### src/rtl/gate_driver_spi_responder.sv
// gate_driver_spi_responder: SPI slave emulating a 3-phase gate driver chip.
// Models a 16-bit-frame register file, sticky fault status, the nFAULT pin and
// EN/wake timing. It is the far end of the gate_driver_unit SPI master and is
// used for FPGA loopback and HIL work without a real driver IC.
// Frame: bit15 R/nW (1 = read), bits14:11 address, bits10:0 data, MSB first.
// Optional feature macro: GD_SPI_FRAME_CHECK_EN (frame length checking).
// Ports:
//   sys_clk, reset_n            system clock, async active-low reset
//   enable_in                   emulated EN pin (async)
//   spi_nscs_in/sclk_in/sdi_in  SPI slave inputs (async)
//   spi_sdo_out                 SPI slave data out
//   nfault_out                  low while any status bit is set
//   status_0_in, status_1_in    sticky fault event inputs
//   ctrl_regs_out               {reg6,reg5,reg4,reg3,reg2}
//   reg_wr_valid/addr/data_out  committed-write notification
//   frame_error_out             sticky malformed-frame flag
module gate_driver_spi_responder #(
  parameter int unsigned SYNC_STAGES  = 2,
  parameter int unsigned WAKE_CYCLES  = 1000,
  parameter logic [10:0] CTRL_DEFAULT = 11'h000
) (
  input  logic        sys_clk,
  input  logic        reset_n,
  input  logic        enable_in,
  input  logic        spi_nscs_in,
  input  logic        spi_sclk_in,
  input  logic        spi_sdi_in,
  output logic        spi_sdo_out,
  output logic        nfault_out,
  input  logic [10:0] status_0_in,
  input  logic [10:0] status_1_in,
  output logic [54:0] ctrl_regs_out,
  output logic        reg_wr_valid_out,
  output logic [3:0]  reg_wr_addr_out,
  output logic [10:0] reg_wr_data_out,
  output logic        frame_error_out
);

  localparam int unsigned DW     = 11;
  localparam int unsigned AW     = 4;
  localparam int unsigned CW     = 5 * DW;
  localparam int unsigned SW     = SYNC_STAGES * 4;
  localparam int unsigned WAKE_W = (WAKE_CYCLES > 1) ? $clog2(WAKE_CYCLES) : 1;
  localparam int unsigned BCW    = 5;
  // Sync reset pattern {en, nscs, sclk, sdi}: chip select idles high.
  localparam logic [3:0]    SYNC_RST      = 4'b0100;
  // CLR_FLT (reg2 bit0) is never stored.
  localparam logic [DW-1:0] CTRL2_DEFAULT = CTRL_DEFAULT & ~DW'(1);
  localparam logic [CW-1:0] CTRL_RST      = {{4{CTRL_DEFAULT}}, CTRL2_DEFAULT};

  typedef enum logic [2:0] {
    ST_SLEEP, ST_WAKE, ST_IDLE, ST_CMD, ST_DATA, ST_DONE
  } state_t;

  state_t            state_q, state_d;
  logic [SW-1:0]     sync_q, sync_d;
  logic              sclk_prev_q, sclk_prev_d;
  logic              nscs_prev_q, nscs_prev_d;
  logic [WAKE_W-1:0] wake_cnt_q, wake_cnt_d;
  logic [BCW-1:0]    bit_cnt_q, bit_cnt_d;
  logic [DW-1:0]     shreg_q, shreg_d;
  logic              rnw_q, rnw_d;
  logic [AW-1:0]     addr_q, addr_d;
  logic [DW-1:0]     out_sh_q, out_sh_d;
  logic              sdo_q, sdo_d;
  logic [CW-1:0]     ctrl_q, ctrl_d;
  logic [DW-1:0]     status0_q, status0_d;
  logic [DW-1:0]     status1_q, status1_d;
  logic              nfault_q, nfault_d;
  logic              wr_valid_q, wr_valid_d;
  logic [AW-1:0]     wr_addr_q, wr_addr_d;
  logic [DW-1:0]     wr_data_q, wr_data_d;
  logic              ferr_q, ferr_d;

  logic          en_s, nscs_s, sclk_s, sdi_s;
  logic          sclk_rise, sclk_fall, nscs_rise, nscs_fall;
  logic [AW-1:0] cmd_addr;
  logic [DW-1:0] rd_data;
  logic          clr_flt;
  logic          len_ok;

  assign en_s      = sync_q[SW-1];
  assign nscs_s    = sync_q[SW-2];
  assign sclk_s    = sync_q[SW-3];
  assign sdi_s     = sync_q[SW-4];
  assign sclk_rise = sclk_s & ~sclk_prev_q;
  assign sclk_fall = ~sclk_s & sclk_prev_q;
  assign nscs_rise = nscs_s & ~nscs_prev_q;
  assign nscs_fall = ~nscs_s & nscs_prev_q;

  // Address as it stands once the 5th command bit is being sampled.
  assign cmd_addr  = {shreg_q[2:0], sdi_s};

`ifdef GD_SPI_FRAME_CHECK_EN
  assign len_ok = (bit_cnt_q == BCW'(16));
`else
  assign len_ok = 1'b1;
`endif

  // Read-data mux, snapshotted at the end of the command phase.
  always_comb begin
    rd_data = '0;
    case (cmd_addr)
      4'd0:    rd_data = status0_q;
      4'd1:    rd_data = status1_q;
      4'd2:    rd_data = ctrl_q[0*DW +: DW];
      4'd3:    rd_data = ctrl_q[1*DW +: DW];
      4'd4:    rd_data = ctrl_q[2*DW +: DW];
      4'd5:    rd_data = ctrl_q[3*DW +: DW];
      4'd6:    rd_data = ctrl_q[4*DW +: DW];
      default: rd_data = '0;
    endcase
  end

  // Next-state and output logic.
  always_comb begin
    state_d     = state_q;
    sync_d      = {sync_q[SW-5:0], enable_in, spi_nscs_in, spi_sclk_in, spi_sdi_in};
    sclk_prev_d = sclk_s;
    nscs_prev_d = nscs_s;
    wake_cnt_d  = wake_cnt_q;
    bit_cnt_d   = bit_cnt_q;
    shreg_d     = shreg_q;
    rnw_d       = rnw_q;
    addr_d      = addr_q;
    out_sh_d    = out_sh_q;
    sdo_d       = sdo_q;
    ctrl_d      = ctrl_q;
    status0_d   = status0_q;
    status1_d   = status1_q;
    nfault_d    = ~|{status0_q, status1_q};
    wr_valid_d  = 1'b0;
    wr_addr_d   = wr_addr_q;
    wr_data_d   = wr_data_q;
    ferr_d      = ferr_q;
    clr_flt     = 1'b0;

    if (!en_s) begin
      // EN low: sleep, discard any frame, hold registers at their defaults.
      state_d   = ST_SLEEP;
      sdo_d     = 1'b1;
      ctrl_d    = CTRL_RST;
      status0_d = '0;
      status1_d = '0;
      ferr_d    = 1'b0;
    end else begin
      case (state_q)
        ST_SLEEP: begin
          state_d    = ST_WAKE;
          wake_cnt_d = '0;
        end
        ST_WAKE: begin
          if (wake_cnt_q == WAKE_W'(WAKE_CYCLES - 1)) state_d = ST_IDLE;
          else wake_cnt_d = wake_cnt_q + WAKE_W'(1);
        end
        ST_IDLE: begin
          sdo_d = 1'b1;
          if (nscs_fall) begin
            state_d   = ST_CMD;
            bit_cnt_d = '0;
          end
        end
        default: begin
          if (nscs_rise) begin
            state_d = ST_IDLE;
            sdo_d   = 1'b1;
`ifdef GD_SPI_FRAME_CHECK_EN
            if (!len_ok) ferr_d = 1'b1;
`endif
            if (state_q == ST_DONE && !rnw_q && len_ok) begin
              wr_valid_d = 1'b1;
              wr_addr_d  = addr_q;
              wr_data_d  = shreg_q;
              case (addr_q)
                4'd2: begin
                  ctrl_d[0*DW +: DW] = {shreg_q[DW-1:1], 1'b0};
                  clr_flt            = shreg_q[0];
                end
                4'd3:    ctrl_d[1*DW +: DW] = shreg_q;
                4'd4:    ctrl_d[2*DW +: DW] = shreg_q;
                4'd5:    ctrl_d[3*DW +: DW] = shreg_q;
                4'd6:    ctrl_d[4*DW +: DW] = shreg_q;
                default: ;
              endcase
`ifdef GD_SPI_FRAME_CHECK_EN
              if (clr_flt) ferr_d = 1'b0;
`endif
            end
          end else if (state_q == ST_CMD) begin
            if (sclk_fall) begin
              shreg_d   = {shreg_q[DW-2:0], sdi_s};
              bit_cnt_d = bit_cnt_q + BCW'(1);
              if (bit_cnt_q == BCW'(4)) begin
                rnw_d    = shreg_q[3];
                addr_d   = cmd_addr;
                out_sh_d = rd_data;
                state_d  = ST_DATA;
              end
            end
          end else if (state_q == ST_DATA) begin
            if (sclk_fall) begin
              shreg_d   = {shreg_q[DW-2:0], sdi_s};
              bit_cnt_d = bit_cnt_q + BCW'(1);
              if (bit_cnt_q == BCW'(15)) begin
                state_d = ST_DONE;
                sdo_d   = 1'b1;
              end
            end else if (sclk_rise) begin
              sdo_d    = out_sh_q[DW-1];
              out_sh_d = {out_sh_q[DW-2:0], 1'b0};
            end
          end else begin
            // DONE: extra clocks only feed the (saturating) length count.
            sdo_d = 1'b1;
            if (sclk_fall && bit_cnt_q != '1) bit_cnt_d = bit_cnt_q + BCW'(1);
          end
        end
      endcase
      // Sticky status; a fault asserted alongside CLR_FLT survives the clear.
      status0_d = (clr_flt ? '0 : status0_q) | status_0_in;
      status1_d = (clr_flt ? '0 : status1_q) | status_1_in;
    end
  end

  // State registers.
  always_ff @(posedge sys_clk or negedge reset_n) begin
    if (!reset_n) begin
      state_q     <= ST_SLEEP;
      sync_q      <= {SYNC_STAGES{SYNC_RST}};
      sclk_prev_q <= 1'b0;
      nscs_prev_q <= 1'b1;
      wake_cnt_q  <= '0;
      bit_cnt_q   <= '0;
      shreg_q     <= '0;
      rnw_q       <= 1'b0;
      addr_q      <= '0;
      out_sh_q    <= '0;
      sdo_q       <= 1'b1;
      ctrl_q      <= CTRL_RST;
      status0_q   <= '0;
      status1_q   <= '0;
      nfault_q    <= 1'b1;
      wr_valid_q  <= 1'b0;
      wr_addr_q   <= '0;
      wr_data_q   <= '0;
      ferr_q      <= 1'b0;
    end else begin
      state_q     <= state_d;
      sync_q      <= sync_d;
      sclk_prev_q <= sclk_prev_d;
      nscs_prev_q <= nscs_prev_d;
      wake_cnt_q  <= wake_cnt_d;
      bit_cnt_q   <= bit_cnt_d;
      shreg_q     <= shreg_d;
      rnw_q       <= rnw_d;
      addr_q      <= addr_d;
      out_sh_q    <= out_sh_d;
      sdo_q       <= sdo_d;
      ctrl_q      <= ctrl_d;
      status0_q   <= status0_d;
      status1_q   <= status1_d;
      nfault_q    <= nfault_d;
      wr_valid_q  <= wr_valid_d;
      wr_addr_q   <= wr_addr_d;
      wr_data_q   <= wr_data_d;
      ferr_q      <= ferr_d;
    end
  end

  assign spi_sdo_out      = sdo_q;
  assign nfault_out       = nfault_q;
  assign ctrl_regs_out    = ctrl_q;
  assign reg_wr_valid_out = wr_valid_q;
  assign reg_wr_addr_out  = wr_addr_q;
  assign reg_wr_data_out  = wr_data_q;
  assign frame_error_out  = ferr_q;

endmodule
### config.mk
export PLATFORM = sky130hd
export DESIGN_NAME = gate_driver_spi_responder
export DESIGN_NICKNAME = d
export VERILOG_FILES = /design/src/rtl/gate_driver_spi_responder.sv
export SDC_FILE = /design/constraint.sdc
export NUM_CORES = 1
export LEC_CHECK = 0
export ABC_AREA = 1
export ABC_CLOCK_PERIOD_IN_PS = 4600
export BUFFER_PORTS_ARGS = -buffer_cell sky130_fd_sc_hd__clkbuf_2
export CORE_MARGIN = 3
export CORE_UTILIZATION = 42
export DETAILED_ROUTE_END_ITERATION = 10
export GPL_ROUTABILITY_DRIVEN = 0
export HOLD_SLACK_MARGIN = 0.08
export PLACE_DENSITY_LB_ADDON = 0.25
export SLEW_MARGIN = 40
export SYNTH_ARGS = -nofsm -noshare
export SYNTH_HDL_FRONTEND = slang
export SYNTH_SLANG_ARGS = --single-unit
### constraint.sdc
create_clock -name sys_clk -period 4.6 [get_ports sys_clk]
set_input_delay 0 -clock sys_clk [delete_from_list [all_inputs] [get_ports sys_clk]]
set_output_delay 0 -clock sys_clk [all_outputs]
set_load 0.01 [all_outputs]
# After elaboration in Yosys (flattened, before gate mapping)
# Index checks and enable logic that the tools add are counted.
# op_classes
addsub	2
n_eq_ne	46
mux	60
bitwise	13
reduce_logical	25
# ops
operator	n
2-to-1 mux 55 bit	4
2-to-1 mux 11 bit	18
case mux 11 bit (7 select lines)	1
AND reduction 4 bit	8
2-to-1 mux 3 bit	10
2-to-1 mux 5 bit	6
equality test 4 x 3 -> 1 bit (second input constant)	6
OR 11 bit	2
OR reduction 22 bit	1
!= test 2 x 1 -> 1 bit (second input constant)	10
case mux 10 bit (2 select lines)	1
equality test 4 x 2 -> 1 bit (second input constant)	4
2-to-1 mux 1 bit	16
!= test 7 x 1 -> 1 bit (second input constant)	2
!= test 7 x 4 -> 1 bit (second input constant)	2
adder 10 x 1 -> 10 bit (second input constant)	1
equality test 10 bit (second input constant)	1
2-to-1 mux 10 bit	1
!= test 2 bit (second input constant)	5
case mux 5 bit (2 select lines)	1
!= test 3 bit (second input constant)	3
case mux 3 bit (3 select lines)	1
AND reduction 8 bit	1
!= test 7 x 3 -> 1 bit (second input constant)	1
26 further kinds	40
# totals
regBits	150
input_bits	28
out_inout_bits	74
word_cells	168

# Logic depth before layout (Yosys ltp)
# Gate-level depths: netlist of run 1.
# logic_depth
ltp_word	9
mapped_depth	11
mapped_depth_nobuf	11

# Least setup slack after synthesis of run 1
# Ideal clock, no wire load.
# synth_timing
path_kind	reg-to-reg
from	reg sync_q[5]
to	reg state_q[0]
setup_time_ns	0.117
arrival_ns	1.482
t_required_ns	4.483
slack_ns	3.001
path_stages_with_launch	10
n_path_buf	1
synth_period_minus_slack_ns	1.599
cell_sequence	dfrtp_1 > inv_1 > ha_1 > clkbuf_1 > nor2_1 > and3_1 > nor2_1 > nand3_1 > nand2_1 > nand2_1
# synth_between
elab_chain_cells	4
elab_cells_between_ends	5
classes_between	eq/ne: 2; bitwise: 2; reduce/logical: 1
# synth_lines
item	line_no	source
start: declaration	56	logic [SW-1:0] sync_q, sync_d;
start signal: assignment	229	sync_q <= {SYNC_STAGES{SYNC_RST}};
start signal: assignment	249	sync_q <= sync_d;
inverter 1 bit (*)	87	assign sclk_fall = ~sclk_s & sclk_prev_q;
AND 1 bit (*)	87	
!= test 7 x 4 -> 1 bit (no source line)	n/a	
AND reduction 7 bit (no source line) (*)	n/a	
end signal: assignment	248	state_q <= state_d;
end: declaration	55	state_t state_q, state_d;
# Every way passes the cells marked *; elsewhere a longest branch is shown, timed or not.
# A chain may end at the register's enable or synchronous reset.

# Worst setup path in the final report of run 1
# layout_timing
from	reg state_q[2]
to	reg out_sh_q[6]
# layout_between
elab_chain_cells	4
elab_cells_between_ends	14
classes_between	eq/ne: 8; mux: 1; bitwise: 1; reduce/logical: 4
# layout_lines
item	line_no	source
equality test 3 x 2 -> 1 bit (tied with other cells)	147	case (state_q)
OR reduction 3 bit (no source line)	n/a	
inverter 1 bit (no source line)	n/a	
AND reduction 8 bit (no source line)	n/a	
end signal: assignment	257	out_sh_q <= out_sh_d;
end: declaration	64	logic [DW-1:0] out_sh_q, out_sh_d;
# Parallel ways exist; a longest one is shown, timed or not.

==> flow_metrics.py, run 1 <==
metrics = {
    "sta": {
        "worst_slack_ps": 1860,
        "timing.fmax_mhz": 365,
        "slew_violations": 0,
        "worst_pin_slew_ps": 802,
        "maxSlewHeadroom_pct": 46.5,
        "rsz0062_at_grt": "false",
        "finalCritPeriodShare_pct": 59.6,
        "fin_tns_setup_ps": 0,
        "finalCriticalPeriod_ps": 2740,
        "finalHoldViolCount": 0,
        "setup_viol": 0,
        "fin_skew_ps": 8.51,
    },
    "worst_setup_path": {
        "crit_type": "flop to flop",
        "cp-end-kind": "flop",
        "path_cells": "inv_2, nand3_2, nor2_1, a21oi_1, nand3_1, inv_1, nand3_1, nand2_1",
        "cpMostUsedCell": "nand3_1",
        "critPathBufInv": 2,
        "max_stage_delay_ps": 590,
        "slowest_stage": "a21oi_1",
        "setup.worst_path.start_class": "flop",
        "crit_fanout": 17,
        "crit_family": "simple AND/OR/NAND/NOR gates",
        "cp.arrival_ps": 3100,
        "rr_startpoint": "state_q[2]",
        "ff2ff_setup_slack_ps": 1860,
        "r2r_cells": 8,
        "required_ps": 4950,
        "reg2reg_to": "out_sh_q[6]",
    },
    "final_layout": {
        "drive_above_1_share_pct": 14.3,
        "n_antenna_cell": 0,
        "nets": 1065,
        "fin_cells": 1263,
        "syn_to_final_growth_pct": 20.9,
    },
    "placement": {
        "dp_cells": 1203,
        "place_ws_ps": 1910,
        "dp.final_hpwl_um": 13900,
        "io_buffers": 99,
    },
    "floorplanning": {
        "io_pins": 102,
        "core_area_sq_um": 16700,
        "die_h_um": 137,
        "rows": 47,
        "die_w_um": 137,
        "start_util_pct": 43.3,
        "dieArea_sq_um": 18800,
    },
    "clock_network": {
        "cts_tree": "built",
        "clock_sinks": 149,
        "clk_latency_ps": 420,
        "clk_pin_slew_ps": 60,
        "cts-htree-levels": 4,
        "cts_max_path_buffers": 2,
        "cts_setup_buffers": 0,
        "numCtsBuffers": 17,
        "cts_root_buf": "clkbuf_16",
        "cts_resized": 0,
    },
    "global_routing": {
        "grt_pass1_wl_um": 32000,
        "grt_pass1_vias": 6068,
        "antenna_found_initial": 0,
        "gr-usage-all-layers_pct": 21.8,
        "grt_start_max_net_pins": 77,
        "grt_remaining_overflow": 0,
    },
    "routing": {
        "wire_per_inst_um": 15.7,
        "via_count": 6564,
        "wl_um": 19800,
        "antenna_left": 0,
        "drt_iter0_drc": 573,
        "firstDrtPassIters": 5,
        "viasPerCell": 5.20,
        "drc": 0,
    },
    "logic_synthesis": {
        "ys_ff_latch": 149,
        "yosysMostFrequentCell": "nand2_1",
        "synth_cells": 922,
        "ys.flop_type": "dfrtp_1",
        "syn-cell-area_sq_um": 7240,
        "synth_top_area_cell": "dfrtp_1",
        "async_flop_share_pct": 100,
        "yosys.cell_types.count": 31,
        "synth_top_area_share_pct": 49.8,
        "synth_edf_count": 0,
        "ys_seq_area_share_pct": 51.6,
        "syn_area_per_cell_sq_um": 7.85,
        "yosysWarningCount": 0,
        "synth_commonest_cells": "216 x nand2_1, 144 x dfrtp_1, 122 x nand3_1",
        "synth.area.top_cells": "dfrtp_1 50%, nand2_1 11%, nand3_1 8.4%, o21ai_0 7.5%, inv_1 4.8%",
    },
    "power_and_ir_drop": {
        "p_leak_nw": 4.36,
        "p_per_area_nw_per_um2": 422,
        "ir_worst_vdd_mv": 0.284,
    },
    "run_status": {
        "status": "finished, final reports clean",
    },
    "hold_path": {
        "hp-class": "input pin to asynchronous set/reset pin",
    },
    "run": {
        "drv_cap": 0,
    },
}
[where the power goes]
| part | total, mW | switching [mW] | internal [mW] |
|---|---|---|---|
| Clock | 1.45 | 0.533 | 0.912 |
| Combinational | 0.707 | 0.481 | 0.225 |
| Sequential | 1.54 | 0.115 | 1.43 |
| Total | 3.69 | 1.13 | 2.56 |
[worst reg2reg max path: stages (launching register included)]
cell and delay (ps):
dfrtp_1 530, inv_2 110, nand3_2 250, nor2_1 70
a21oi_1 590, nand3_1 500, inv_1 430, nand3_1 120
nand2_1 80
[registers in the layout, indices dropped and copies added, names as in the netlist, 3 cells and up]
signal,cells
shreg_q,11
wake_cnt_q,10
reg_wr_addr_out,4
ctrl_regs_out,54
reg_wr_data_out,11
state_q,3
sync_q,8
addr_q,4
bit_cnt_q,5
status1_q,11
out_sh_q,11
status0_q,11
[cell type report]
class                           instances  area (sq um)
Tap cell                              220           275
Multi-Input combinational cell        635          2940
Inverter                               95           357
Sequential cell                       149          3740
Timing Repair Buffer                  132           823
Clock inverter                          8           124
Clock buffer                           24           492
Fill cell                            1588          7960
[through the flow]
step                area [sq um]  util (%)  power [mW]  hold slack [ps]
floorplan                   7240         -        2.06             -296
global placement            7840      46.9        2.24             -171
detailed placement          7850      47.0        2.25             -167
CTS                         8740      52.3        3.72              100
global route                8740      52.4        3.91              104
finish                      8740      52.4        3.69              107
[layer usage]
layer / GRT usage [%] / up-vias / part of all wire [%]
met1: 32.5 / 3106 / 47
li1: - / 3232 / -
met5: 0 / - / 0
met2: 32.4 / 202 / 45
met4: 5.82 / 0 / 1.5
met3: 4.75 / 24 / 6.3
[how the worst max path moves through the flow]
stage / startpoint / to / slack (ps) / cells after the start
final: state_q[2] / out_sh_q[6] / 1860 / 8
after floorplan: sync_q[5] / state_q[0] / 3000 / 9
after detailed placement: state_q[2] / out_sh_q[6] / 1910 / 7
after global routing: state_q[2] / out_sh_q[6] / 1540 / 7
after CTS: state_q[2] / out_sh_q[6] / 1910 / 7
after global placement: state_q[2] / out_sh_q[2] / 1650 / 7
[layout by cell type, fill, tap and decap left out, types with 2 or more instances in the layout]
master / n
o21ai_0: 107
inv_1: 93
inv_2: 2
clkbuf_16: 17
nor4_1: 3
conb_1: 2
nand3_2: 2
a21oi_1: 31
ha_1: 7
and3_1: 6
clkinvlp_4: 2
clkbuf_1: 3
clkinv_2: 2
clkbuf_2: 98
buf_4: 4
clkbuf_8: 4
dfrtp_1: 143
bufinv_16: 3
buf_6: 2
nor3_1: 12
dfstp_2: 5
nand3_1: 121
dlygate4sd3_1: 28
nand4_1: 24
o21ai_1: 2
nor2_1: 91
nand2_1: 215
nor2_2: 3
[kinds of logic (layout without fill, tap and decap cells)]
kind of cell / Yosys count / in the layout / share of synthesized area, %
AOI/OAI and AO/OA: 142 / 142 / 9.89
xor gates and xnor gates: 2 / 2 / 0.242
adders and majority gates: 7 / 7 / 1.21
buffers and inverters: 139 / 259 / 7.94
DFF: 149 / 149 / 51.6
muxes: 1 / 1 / 0.138
other: 1 / 2 / 0.0518
and+or+nand+nor: 481 / 481 / 28.9
[what timing repair did]
action,4_1_cts,5_1_grt
hold buffers,28,0
hold endpoints to repair,173,0
setup endpoints to repair,0,0
Power figures use the tool's default switching activity.
==> inputs of run 2 (changes only) <==
--- a/config.mk
+++ b/config.mk
@@ -6,7 +6,7 @@
 export NUM_CORES = 1
 export LEC_CHECK = 0
 export ABC_AREA = 1
-export ABC_CLOCK_PERIOD_IN_PS = 4600
+export ABC_CLOCK_PERIOD_IN_PS = 2470
 export BUFFER_PORTS_ARGS = -buffer_cell sky130_fd_sc_hd__clkbuf_2
 export CORE_MARGIN = 3
 export CORE_UTILIZATION = 42
==> constraint.sdc (replaced) <==
create_clock -name sys_clk -period 2.47 [get_ports sys_clk]
set_input_delay 0 -clock sys_clk [delete_from_list [all_inputs] [get_ports sys_clk]]
set_output_delay 0 -clock sys_clk [all_outputs]
set_load 0.01 [all_outputs]
==> run 2 against run 1 <==
- register-to-register slack worse by 1400 ps
- die area stayed put
- global-route usage is 0.13 points lower
- critical path type unchanged
- critical path depth is 1 higher
- largest cell class unchanged
- setup slack worse by 1400 ps
- total power is 80% higher
- via count is 0.38% higher
- clock power is 66% higher
- cell area is 0.46% higher
- count of clock-buffer cells in the layout is 7 lower
- worst hold slack better by 4.4 ps
==> flow_metrics.py, run 2 (same netlist as run 1, synthesis figures left out) <==
metrics = {
    "sta": {
        "maxSlewHeadroom_pct": 56.1,
        "timing.fmax_mhz": 504,
        "finalHoldViolCount": 0,
        "slew_violations": 0,
        "finalCriticalPeriod_ps": 1980,
        "setup_viol": 0,
        "rsz0062_at_grt": "false",
        "worst_pin_slew_ps": 657,
        "fin_tns_setup_ps": 0,
        "fin_skew_ps": 8.39,
        "finalCritPeriodShare_pct": 80.3,
    },
    "floorplanning": {
        "dieArea_sq_um": 18800,
        "die_w_um": 137,
        "die_h_um": 137,
        "core_area_sq_um": 16700,
        "rows": 47,
        "io_pins": 102,
        "start_util_pct": 43.3,
    },
    "global_routing": {
        "gr-usage-all-layers_pct": 21.7,
        "grt_pass1_wl_um": 31800,
        "grt_remaining_overflow": 0,
        "grt_start_max_net_pins": 63,
        "antenna_found_initial": 0,
        "grt_pass1_vias": 6112,
    },
    "power_and_ir_drop": {
        "intPower_mw": 4.42,
        "finalPower_mw": 6.66,
        "power.share.clock_pct": 36.3,
        "power.switching_mw": 2.23,
        "p_per_area_nw_per_um2": 758,
        "switching_share_pct": 33.6,
        "combinationalPowerShare_pct": 20.7,
        "p_leak_nw": 4.39,
        "ir_worst_vdd_mv": 0.554,
        "seqPwrFrac_pct": 43.1,
    },
    "run": {
        "drv_cap": 0,
    },
    "placement": {
        "dpl_cell_area_sq_um": 7970,
        "io_buffers": 99,
        "dp.final_hpwl_um": 14100,
        "dp_cells": 1217,
    },
    "routing": {
        "drc": 0,
        "antenna_left": 0,
        "viasPerCell": 5.16,
        "wire_per_inst_um": 15.6,
        "drt_iter0_drc": 551,
        "via_count": 6589,
        "firstDrtPassIters": 5,
        "wl_um": 19900,
    },
    "final_layout": {
        "fin_area_sq_um": 8780,
        "fin_cells": 1276,
        "final_common_cell": "nand2_1",
        "nets": 1078,
        "n_antenna_cell": 0,
        "largest_reg_flops": 54,
        "syn_to_final_growth_pct": 21.4,
        "final_cell_mix": "216 x nand2_1, 143 x dfrtp_1, 122 x nand3_1, 108 x o21ai_0, 98 x clkbuf_2",
        "drive_above_1_share_pct": 15.5,
    },
    "worst_setup_path": {
        "reg2reg_to": "out_sh_q[9]",
        "ff2ff_setup_slack_ps": 490,
        "cp.arrival_ps": 2350,
        "crit_type": "flop to flop",
        "crit_fanout": 11,
        "setup.worst_path.start_class": "flop",
        "r2r_cells": 9,
        "crit_end": "out_sh_q[9]",
        "crit_path_start": "nscs_prev_q",
        "required_ps": 2830,
        "rr_startpoint": "nscs_prev_q",
        "cp-end-kind": "flop",
    },
    "clock_network": {
        "cts_tree": "built",
        "clk_latency_ps": 430,
        "numCtsBuffers": 17,
        "clock_sinks": 149,
        "cts-htree-levels": 4,
        "clk_pin_slew_ps": 60,
        "cts_root_buf": "clkbuf_16",
        "cts_max_path_buffers": 2,
    },
    "hold_path": {
        "hp-class": "input pin to asynchronous set/reset pin",
    },
    "run_status": {
        "status": "finished, final reports clean",
    },
}
run 2: cell count changes in the layout (fill, tap and decap cells not counted), sizes merged:
cell / before / now
inv: 96 / 101
clkinvlp: 2 / 4
buf: 6 / 20
bufinv: 3 / 0
dlygate4sd3: 28 / 27
clkinv: 2 / 5
clkbuf: 122 / 115
run 2: per-layer routing:
metal	up-vias	track usage, %	wire [um]
li1	3252	-	-
met1	3108	31.9	9220
met2	206	32.3	8990
met3	23	5.44	1360
met4	0	5.27	302
met5	-	0	0
run 2: per-stage QoR:
stage | hold slack (ps) | setup slack [ps] | utilization [%]
2_1_floorplan | -296 | 871 | -
3_3_place_gp | 35.5 | 549 | 47.7
3_5_place_dp | 37.3 | 493 | 47.7
4_1_cts | 154 | 475 | 52.6
5_1_grt | 162 | 211 | 52.6
6_report | 111 | 487 | 52.6
run 2: worst min-delay path by stage:
stage	startpoint	end	slack (ps)
finish	reset_n	wake_cnt_q[5]	110
CTS	reset_n	wake_cnt_q[5]	150
global route	reset_n	wake_cnt_q[8]	160
floorplan	reset_n	addr_q[0]	-300
global placement	reset_n	wake_cnt_q[5]	40
detailed placement	reset_n	wake_cnt_q[4]	40
run 2: area by class of cell:
class / instances / area [sq um]
clock buffers: 17 / 425
clock inverters: 15 / 121
fillers: 1601 / 7920
inverters: 95 / 357
multi-input cells: 635 / 2930
flip-flops and latches: 149 / 3740
well taps: 220 / 275
repair buffers: 145 / 940
run 2: what timing repair did:
action | in CTS | in global routing
hold buffers | 27 | 0
hold endpoints to repair | 174 | 0
resized for setup | 0 | 0
setup buffers | 0 | 0
run 2: power groups by stage:
stage | clock network (mW) | registers (mW) | logic (mW)
2_1_floorplan | 0 | 2.81 | 1.02
3_3_place_gp | 0 | 2.90 | 1.32
3_5_place_dp | 0 | 2.91 | 1.33
4_1_cts | 2.45 | 2.86 | 1.37
5_1_grt | 2.58 | 2.89 | 1.57
6_report | 2.41 | 2.87 | 1.37
run 2: critical path: stages (launching register included):
cell and delay (ps):
dfstp_2 540, inv_1 40, nand2_1 220, nand2_1 140
nor2_1 170, buf_4 190, nand3_1 100, inv_1 300
nand3_1 140, nand2_1 80
